--- src/rtl/or4_behavior.sv ---
// Four-input OR primitive with a registered result, a rise pulse
// and a saturating activity counter.
module or4_behavior #(
  parameter int WIDTH = 1,
  parameter int CNT_W = 8
) (
  input  logic             i_clk,
  input  logic             i_rst_n,
  input  logic [WIDTH-1:0] i_a,
  input  logic [WIDTH-1:0] i_b,
  input  logic [WIDTH-1:0] i_c,
  input  logic [WIDTH-1:0] i_d,
  input  logic             i_clr,
  output logic [WIDTH-1:0] o_f,
  output logic [WIDTH-1:0] o_f_r,
  output logic             o_any,
  output logic             o_rise,
  output logic [CNT_W-1:0] o_hit_cnt
);

  localparam logic [CNT_W-1:0] CNT_ONE = {{(CNT_W-1){1'b0}}, 1'b1};
  localparam logic [CNT_W-1:0] CNT_MAX = {CNT_W{1'b1}};

  logic [WIDTH-1:0] f_r_q, f_r_d;
  logic             any_q, any_d;
  logic             rise_q, rise_d;
  logic [CNT_W-1:0] cnt_q, cnt_d;

  assign o_f   = i_a | i_b | i_c | i_d;
  assign o_any = |o_f;

  // Clear wins over both increment and edge detection.
  always_comb begin
    f_r_d  = o_f;
    any_d  = o_any;
    rise_d = o_any & ~any_q;
    cnt_d  = cnt_q;
    if (o_any && (cnt_q != CNT_MAX)) begin
      cnt_d = cnt_q + CNT_ONE;
    end
    if (i_clr) begin
      any_d  = 1'b0;
      rise_d = 1'b0;
      cnt_d  = '0;
    end
  end

  always_ff @(posedge i_clk or negedge i_rst_n) begin
    if (!i_rst_n) begin
      f_r_q  <= '0;
      any_q  <= 1'b0;
      rise_q <= 1'b0;
      cnt_q  <= '0;
    end else begin
      f_r_q  <= f_r_d;
      any_q  <= any_d;
      rise_q <= rise_d;
      cnt_q  <= cnt_d;
    end
  end

  assign o_f_r     = f_r_q;
  assign o_rise    = rise_q;
  assign o_hit_cnt = cnt_q;

endmodule

--- config.mk ---
export PLATFORM = sky130hd
export DESIGN_NAME = or4_behavior
export DESIGN_NICKNAME = d
export VERILOG_FILES = /design/src/rtl/or4_behavior.sv
export SDC_FILE = /design/constraint.sdc
export NUM_CORES = 1
export LEC_CHECK = 0
export ABC_AREA = 1
export CORE_MARGIN = 2
export CORE_UTILIZATION = 44
export CTS_CLUSTER_SIZE = 28
export DETAILED_ROUTE_END_ITERATION = 10
export GPL_TIMING_DRIVEN = 0
export PLACE_DENSITY = 0.76
export SLEW_MARGIN = 20
export SYNTH_ARGS = -nofsm -noshare
export SYNTH_HDL_FRONTEND = slang
export SYNTH_SLANG_ARGS = --single-unit
--- constraint.sdc ---
create_clock -name i_clk -period 1.4 [get_ports i_clk]
set_clock_uncertainty 0.05 [all_clocks]
set_input_delay 0.21 -clock i_clk [delete_from_list [all_inputs] [get_ports i_clk]]
set_output_delay 0.21 -clock i_clk [all_outputs]
set_load 0.05 [all_outputs]
# After elaboration in Yosys (flattened, before gate mapping)

Index checks and enable logic that the tools add are counted.

Bitwise logic cells: 5
Equal/unequal tests: 1
Reductions and logical operators: 2
$add $sub $neg: 1
Mux-type cells: 4

Operators with widths:

| cell                                          | number |
|---|---|
| 2-to-1 mux 8 bit                              | 2 |
| adder 8 x 1 -> 8 bit (second input constant)  | 1 |
| inequality test 8 bit (second input constant) | 1 |
| bitwise OR 1 bit                              | 3 |
| 2-to-1 mux 1 bit                              | 2 |
| nonzero test 2 bit                            | 1 |
| bitwise AND 1 bit                             | 1 |
| logical AND 1 bit                             | 1 |
| inverter 1 bit                                | 1 |

Output and inout port bits: 12
Flip-flop bits (word level): 11
Input bits: 7
Word-level logic and storage cells: 17

# Depth between registers and ports, before layout

Gate-level depths: netlist of run 1.

Depth after elaboration: 6
Mapped depth: 8
Mapped depth without buffers: 8

# Worst setup path after synthesis of run 1

OpenSTA, ideal clock, no wires.

Path kind: reg2reg
Start: register cnt_q[1] (netlist: o_hit_cnt[1])
End: register cnt_q[3] (netlist: o_hit_cnt[3])
Setup slack: -251 ps
Period minus slack after synthesis: 1651 ps
Cell stages (with the launch flop): 9
Arrival: 1482 ps
Path buffers: 0
Required time: 1231 ps
Setup time: 119 ps
Cells stage by stage: dfrtp_1 ha_1 nand2_2 nor2_4 nand2_4 nand2_8 nand2_4 nand2_1 nand2_1

Cells in the longest elaborated chain, start to end: 3
Elaborated cells between the ends (all ways): 6
Classes of those cells: add/sub (1); eq/ne (1); mux (2); reduce/logical (2)

Ends and longest elaborated chain:

| item                                                                 | line   | text |
|---|---|---|
| start: declaration                                                   | 27     | `logic [CNT_W-1:0] cnt_q, cnt_d;` |
| start signal: assignment                                             | 58     | `cnt_q <= cnt_d;` |
| adder 8 x 1 -> 8 bit / inequality test 8 bit (equally long branches) | 39, 38 |  |
| 2-to-1 mux 8 bit / logical AND 1 bit (equally long branches)         | 38     | `if (o_any && (cnt_q != CNT_MAX)) begin` |
| 2-to-1 mux 8 bit / nonzero test 2 bit (equally long branches)        | --     |  |

Parallel ways exist; a longest one is shown, timed or not. The select of a mux whose other input is x is not followed.
A chain may end at the register's enable or synchronous reset.

# Worst setup path after layout of run 1

Start: register rise_q (netlist: o_rise)
End: output port o_rise

RTL lines:

| item                     | line | text |
|---|---|---|
| start: declaration       | 26   | `logic rise_q, rise_d;` |
| start signal: assignment | 57   | `rise_q <= rise_d;` |
| end: declaration         | 17   | `output logic o_rise,` |

No word-level cell between the ends.

==> impl_metrics.ini, run 1 <==
[drt]
wire_per_inst_um = 11.9
viasPerCell = 5.07
via_count = 583
post-route-drc-count = 0
met2WireLength_um = 692
top_layer_used = met4
drtAntennaViolNets = 0
routed_wl_mm = 1.37
drt-met1-wl_um = 598
first_iter_violations = 19
route.met3.wl_um = 56
drt-pass1-iter-count = 4

[die]
die_x_um = 41.8
die-area_um2 = 1750
fp.dieH_um = 41.8
ios = 19
row_count = 13
coreArea_um2 = 1320
initial_core_util_pct = 47.8

[power_and_ir_drop]
powerDensity_nw_per_um2 = 776
swShare_pct = 30.9
clock_power_share_pct = 31.6
seqPwrFrac_pct = 48.6
p_int_mw = 0.493
ir_drop_v = 0.000555
leakagePower_nw = 0.481
combPwrFrac_pct = 19.9
power_mw = 0.713
power_switching_mw = 0.220

[job]
maxCapViolations = 0

[cts]
h-tree-depth = 1
clk_pin_slew_ns = 0.07
cts_num_sinks = 11
cts_buffers = 3
clk_latency_ns = 0.27
clockRootBuffer = clkbuf_4
clockBufferDepth = 2
cts_tree = built

[logic_synthesis]
netlist_instances = 77
synth_nets = 85
synth-seq-cells = 11
syn_area_um2 = 629
ys.warnings.count = 0
ys_seq_area_share_pct = 43.7
synth.distinct_cells = 19
syn_area_per_cell_um2 = 8.17

[layout]
layout_common_cells = 18 x nand2_1, 11 x nand3_1, 9 x inv_1
final_common_cell = nand2_1
finalNetCount = 109
drive_above_1_share_pct = 39.0
diodes = 0
instances_no_fill = 115
area_delta_synth_final_pct = 46.1

[sta]
hold_slack_ns = 0.214
tightest_slew_ns = 0.494
hold_violations = 0
max_freq_mhz = 740
final.min_clock_period_ns = 1.35
max_slew_margin_pct = 67.0
slew_viol_final = 0
rsz0062_at_grt = no
setup_viol_count_final = 0
tns_ns = 0
post-route-period-util_pct = 96.5

[critical_path]
critPathArrivalTime_ns = 1.09
endpoint_kind = output pin
startpoint_type = register
cp_slowest_stage_delay_ns = 0.49
setup.worst_path.class = register to output pin
cp_cell_sequence = clkdlybuf4s15_1
crit_family = buffers and inverters
crit_buf_inv = 1
slowest_stage = clkdlybuf4s15_1
cp_data_required_time_ns = 1.14
r2r_cells = 8
critical_path_depth = 1
crit_fanout = 1

[placement]
io_buffers = 18
gp_congestion = 0.748
placed_cells = 110
place_hpwl_mm = 1.03

[global_routing]
grt.overflow.total = 0
antenna_found_initial = 0
grt_pass1_vias = 524
grt.total_usage_pct = 17.1
grt_pass1_wl_mm = 2.25
grt_max_degree = 12

[status]
outcome = finished, final reports clean

[worst_hold_path]
hold_path_class = input pin to asynchronous set/reset pin
[timing repair]
action,4_1_cts,5_1_grt
hold buffers,0,0
pin swaps,3,3
endpoints found under the setup margin,12,7
buffers inserted,0,1
gates cloned,0,0
gates resized for setup,42,9
[cell type report]
class | count | area (um2)
Buffer | 1 | 11.3
Clock buffer | 4 | 26.3
Fill cell | 98 | 398
Inverter | 10 | 40.0
Multi-Input combinational cell | 55 | 333
Sequential cell | 11 | 285
Tap cell | 15 | 18.8
Timing Repair Buffer | 19 | 205
[logic make-up after synthesis]
group           count (synthesis)  share of synthesized area (%)
simple gates                   50                           42.3
buf+inv                        11                           7.56
flops                          11                           43.7
compound gates                  3                           2.98
xor+xnor                        1                           1.39
fa+ha+maj                       1                           1.99
[path summary, 6_finish.rpt]
path / startpoint / end / slack (ns)
min: i_rst_n / o_rise / 0.21
max: o_rise / o_rise / 0.05
max in group asynchronous: i_rst_n / o_hit_cnt[0] / 0.72
max reg2reg: o_hit_cnt[1] / o_hit_cnt[2] / 0.10
min in group i_clk: i_b / o_f_r / 0.33
min reg2reg: any_q / o_rise / 0.36
[metrics by stage]
stage	utilization [%]	instance area [um2]	setup WS [ns]
floorplan	-	657	-0.00233
global placement	65.0	856	-0.628
detailed placement	65.0	856	-0.660
CTS	67.9	895	-0.0632
global route	69.8	920	0.00778
finish	69.8	920	0.0494
[power by group through the flow]
stage	Combinational (mW)	Sequential [mW]	Clock (mW)
after floorplan	0.0477	0.389	0
after global placement	0.140	0.351	0
after detailed placement	0.143	0.353	0
after CTS	0.142	0.346	0.228
after global routing	0.154	0.349	0.241
final	0.142	0.346	0.225
[Yosys cell counts (all sizes together)]
| cell type | n | share of area (%) |
|---|---|---|
| nor3 | 1 | 0.79 |
| ha | 1 | 2.0 |
| a21oi | 1 | 0.79 |
| dfrtp | 11 | 44 |
| nor2 | 12 | 8.7 |
| nand2 | 25 | 23 |
| buf | 1 | 1.2 |
| nand4 | 1 | 0.99 |
| nand3 | 11 | 8.7 |
| inv | 10 | 6.4 |
| o21ai | 2 | 2.2 |
| xor2 | 1 | 1.4 |
[sequential cells by signal, summed over array words and instances, names as in the netlist]
signal     cells
any_q          1
o_rise         1
o_hit_cnt      8
o_f_r          1
[routing by layer]
metal	vias up	global-route usage, %
li1	291	-
met1	277	21.7
met2	13	28.1
met3	2	3.04
met4	0	7.74
met5	-	0
(Power assumes the default switching activity.)
==> run 2: changes to the inputs <==
--- a/config.mk
+++ b/config.mk
@@ -6,7 +6,7 @@
 export NUM_CORES = 1
 export LEC_CHECK = 0
 export ABC_AREA = 1
-export CORE_MARGIN = 2
+export CORE_MARGIN = 5
 export CORE_UTILIZATION = 44
 export CTS_CLUSTER_SIZE = 28
 export DETAILED_ROUTE_END_ITERATION = 10
==> constraint.sdc (replaced) <==
create_clock -name i_clk -period 1.4 [get_ports i_clk]
set_clock_uncertainty 0.05 [all_clocks]
set_input_delay 0.21 -clock i_clk [delete_from_list [all_inputs] [get_ports i_clk]]
set_output_delay 0.21 -clock i_clk [all_outputs]
set_load 0.005 [all_outputs]
==> impl_metrics.ini, run 2 (synthesis gave the netlist of run 1 again) <==
[cts]
clk_latency_ns = 0.28
clockRootBuffer = clkbuf_4
cts_buffers = 3
clockBufferDepth = 2
cts_tree = built
cts_num_sinks = 11
h-tree-depth = 1
clk_pin_slew_ns = 0.07

[layout]
largest_reg_flops = 8
instances_no_fill = 128
layout_common_cells = 17 x nand2_1, 16 x buf_4, 11 x nand3_1, 11 x dfrtp_1, 9 x inv_1
drive_above_1_share_pct = 31.0
fillers = 108
final-seq-area_um2 = 275
multi_input_area_um2 = 325
final_common_cell = nand2_1
diodes = 0
finalNetCount = 122
area_delta_synth_final_pct = 55.5

[status]
outcome = complete, but fails checks
violations = negative setup slack

[sta]
tightest_slew_ns = 0.485
setup_viol_count_final = 2
post-route-period-util_pct = 101
fin_ws_ns = -0.0102
final.min_clock_period_ns = 1.41
hold_violations = 0
rsz0062_at_grt = yes
slew_viol_final = 0
hold_slack_ns = 0.209
max_freq_mhz = 709
max_slew_margin_pct = 67.6

[drt]
drt-pass1-iter-count = 4
viasPerCell = 5.02
wire_per_inst_um = 12.7
via_count = 643
post-route-drc-count = 0
drtAntennaViolNets = 0
routed_wl_mm = 1.62
first_iter_violations = 27

[die]
die_x_um = 47.8
coreArea_um2 = 1330
fp.dieH_um = 47.8
row_count = 13
initial_core_util_pct = 47.2
ios = 19
die-area_um2 = 2290

[critical_path]
r2r-start = o_hit_cnt[1]
reg2reg_to = o_hit_cnt[3]
reg2reg_setup_slack_ns = -0.01
cp_slowest_stage_delay_ns = 0.41
critPathArrivalTime_ns = 1.53
endpoint_kind = register
crit_buf_inv = 0
crit_fanout = 7
cp_common_cell = nand2_4
crit_end = o_hit_cnt[3]
crit_start = o_hit_cnt[1]
r2r_cells = 8
startpoint_type = register
cp_data_required_time_ns = 1.52
slowest_stage = dfrtp_1
cp_cell_sequence = ha_2, nand2_4, nor2_4, nand2_4, nand2_8, nand2_4, nand2_2, nand2_1
setup.worst_path.class = register to register
critical_path_depth = 8
crit_family = simple AND/OR/NAND/NOR gates

[global_routing]
met1_usage_pct = 19.3
grt_pass1_vias = 638
met2_usage_pct = 29.6
grt.overflow.total = 0
top_usage_layer = met2
antenna_found_initial = 0
grt_pass1_wl_mm = 2.65
grt.total_usage_pct = 17.3
grt_max_degree = 12
grtUsageMet3_pct = 3.38

[placement]
io_buffers = 18
gp_congestion = 0.787
placed_cells = 110
place_hpwl_mm = 1.01

[power_and_ir_drop]
power_mw = 0.684
ir_drop_v = 0.000505
leakagePower_nw = 0.608
powerDensity_nw_per_um2 = 699

[job]
maxCapViolations = 0

[worst_hold_path]
hold_path_class = input pin to asynchronous set/reset pin
## run 2: cell count changes in the layout (fill, tap and decap cells not counted), sizes merged
| cell | before | now |
|---|---|---|
| buf | 4 | 16 |
| clkdlybuf4s15 | 9 | 0 |
| dlygate4sd2 | 0 | 6 |
| clkdlybuf4s50 | 2 | 7 |
| clkbuf | 5 | 4 |
## run 2: how the worst min path moves through the flow
stage | slack, ns | endpoint | cells past startpoint
global route | 0.26 | o_f_r | 1
detailed placement | 0.34 | o_rise | 1
CTS | 0.23 | o_hit_cnt[4] | 1
global placement | 0.33 | o_rise | 1
finish | 0.21 | o_f_r | 1
floorplan | -0.14 | any_q | 0
## run 2: stage by stage
step / setup TNS (ns) / utilization [%] / setup slack (ns) / instance area [um2]
after global placement: -1.14 / 62.1 / -0.371 / 828
after floorplan: 0 / - / 0.131 / 629
after detailed placement: -1.37 / 62.1 / -0.407 / 828
after CTS: 0 / 70.2 / 0.000154 / 936
final: -0.0196 / 73.4 / -0.0102 / 978
after global routing: -0.330 / 73.4 / -0.101 / 978
## run 2: routing by layer
metal / wire, um / up-vias
met5: 0 / -
met1: 612 / 287
met4: 42 / 0
met2: 805 / 37
li1: - / 312
met3: 163 / 7
## run 2: area by class of cell
class,count,area share [%]
multi-input cells,55,33.2
repair buffers,32,29.2
flip-flops and latches,11,28.1
inverters,10,4.09
clock buffers,4,2.69
well taps,15,1.92
plain buffers,1,0.767
## run 2: timing repair
action / CTS / global route
resized for setup: 11 / 7
setup buffers: 11 / 3
gates cloned: 0 / 0
pin swaps: 3 / 5
hold buffers: 0 / 0
endpoints found under the setup margin: 12 / 12
## run 2: report_power, final
part	internal (mW)	switching (mW)
combinational	0.0655	0.0568
clock	0.111	0.112
sequential	0.330	0.00953
## run 2: worst reg2reg max path, cell delays in order, from the launching register on
cell	delay, ns
dfrtp_1	0.41
ha_2	0.24
nand2_4	0.07
nor2_4	0.15
nand2_4	0.10
nand2_8	0.11
nand2_4	0.07
nand2_2	0.06
nand2_1	0.04
==> run 3: changes to the inputs <==
--- a/config.mk
+++ b/config.mk
@@ -16,3 +16,4 @@
 export SYNTH_ARGS = -nofsm -noshare
 export SYNTH_HDL_FRONTEND = slang
 export SYNTH_SLANG_ARGS = --single-unit
+export TNS_END_PERCENT = 1
==> impl_metrics.ini, run 3 (synthesis gave the netlist of run 1 again) <==
[drt]
routed_wl_mm = 1.36
post-route-drc-count = 0
drt-pass1-iter-count = 4
via_count = 587
viasPerCell = 5.06
wire_per_inst_um = 11.7
drtAntennaViolNets = 0
first_iter_violations = 9

[global_routing]
grt.overflow.total = 0
grt_max_degree = 12
grt.total_usage_pct = 14.5
grt_pass1_wl_mm = 2.24
antenna_found_initial = 0
grt_pass1_vias = 514

[critical_path]
cp_common_cell = nand2_4
cp_cell_sequence = ha_2, nand2_4, nor2_4, nand2_4, nand2_8, nand2_4, nand2_1, nand2_1
critPathArrivalTime_ns = 1.50
startpoint_type = register
cp_slowest_stage_delay_ns = 0.41
r2r_cells = 8
setup.worst_path.class = register to register
critical_path_depth = 8
crit_fanout = 7
crit_buf_inv = 0
endpoint_kind = register
crit_family = simple AND/OR/NAND/NOR gates
slowest_stage = dfrtp_1
cp_data_required_time_ns = 1.52

[die]
coreArea_um2 = 1330
die-area_um2 = 2290
row_count = 13
ios = 19
fp.dieH_um = 47.8
initial_core_util_pct = 47.2
die_x_um = 47.8

[sta]
tns_ns = 0
max_freq_mhz = 725
max_slew_margin_pct = 67.5
slew_viol_final = 0
hold_violations = 0
setup_viol_count_final = 0
tightest_slew_ns = 0.485
rsz0062_at_grt = yes
final.min_clock_period_ns = 1.38
post-route-period-util_pct = 98.5

[layout]
postLayoutCoreUtil_pct = 65.5
instances_no_fill = 116
multi_input_area_um2 = 325
diodes = 0
final-seq-area_um2 = 275
layout_common_cells = 17 x nand2_1, 11 x nand3_1, 11 x dfrtp_1
fillers = 126
largest_reg_flops = 8
area_delta_synth_final_pct = 38.8
finalNetCount = 110
final_common_cell = nand2_1
drive_above_1_share_pct = 22.8

[cts]
clockBufferDepth = 2
clockRootBuffer = clkbuf_4
h-tree-depth = 1
clk_pin_slew_ns = 0.07
cts_tree = built
cts_buffers = 3
clk_latency_ns = 0.27
cts_num_sinks = 11

[status]
outcome = finished, final reports clean

[placement]
gp_congestion = 0.787
place_hpwl_mm = 1.01
io_buffers = 18
placed_cells = 110

[power_and_ir_drop]
leakagePower_nw = 0.488
ir_drop_v = 0.000431
powerDensity_nw_per_um2 = 758

[worst_hold_path]
hold_path_class = input pin to asynchronous set/reset pin

[job]
maxCapViolations = 0
run 3: metal layers:
layer | track usage (%) | wire (um) | share of wire, % | vias up
met5 | 0 | 0 | 0 | -
met4 | 9.68 | 36 | 2.6 | 0
met3 | 3.01 | 150 | 11 | 5
met2 | 22.2 | 634 | 47 | 31
met1 | 18.3 | 540 | 40 | 261
li1 | - | - | - | 290
run 3: report_power, final:
group	leakage, nW	switching, mW	internal (mW)
clock network	0.0150	0.113	0.111
logic	0.330	0.0468	0.0497
registers	0.143	0.0119	0.330
run 3: worst paths after layout:
check / start / endpoint / slack [ns]
max: o_hit_cnt[1] / o_hit_cnt[2] / 0.02
min reg2reg: any_q / o_rise / 0.35
max reg2reg: o_hit_cnt[1] / o_hit_cnt[2] / 0.02
min in group i_clk: any_q / o_rise / 0.35
min: i_rst_n / o_hit_cnt[4] / 0.21
max in group asynchronous: i_rst_n / o_hit_cnt[6] / 0.76
run 3: worst reg2reg max path, cell delays in order, from the launching register on:
cell	delay (ns)
dfrtp_1	0.41
ha_2	0.23
nand2_4	0.07
nor2_4	0.15
nand2_4	0.09
nand2_8	0.11
nand2_4	0.07
nand2_1	0.06
nand2_1	0.04
run 3: final cells by class:
cell class / instances / area share [%]
Sequential cell: 11 / 31.5
Multi-Input combinational cell: 55 / 37.2
Inverter: 10 / 4.58
Timing Repair Buffer: 20 / 20.6
Tap cell: 15 / 2.15
Buffer: 1 / 0.860
Clock buffer: 4 / 3.01
run 3: repair_timing:
item                                    in CTS  in global routing
pin swaps                                    3                  5
endpoints found under the setup margin      12                  8
resized for setup                           15                  3
buffers inserted                             1                  1
hold buffers                                 0                  0
run 3: metrics by stage:
stage	setup WS, ns	total power, mW	hold slack (ns)	cell area [um2]
after detailed placement	-0.407	0.443	0.342	828
final	0.0212	0.662	0.211	873
after floorplan	0.131	0.385	-0.136	629
after global routing	-0.0833	0.698	0.256	873
after CTS	0.0241	0.656	0.232	856
after global placement	-0.371	0.441	0.333	828
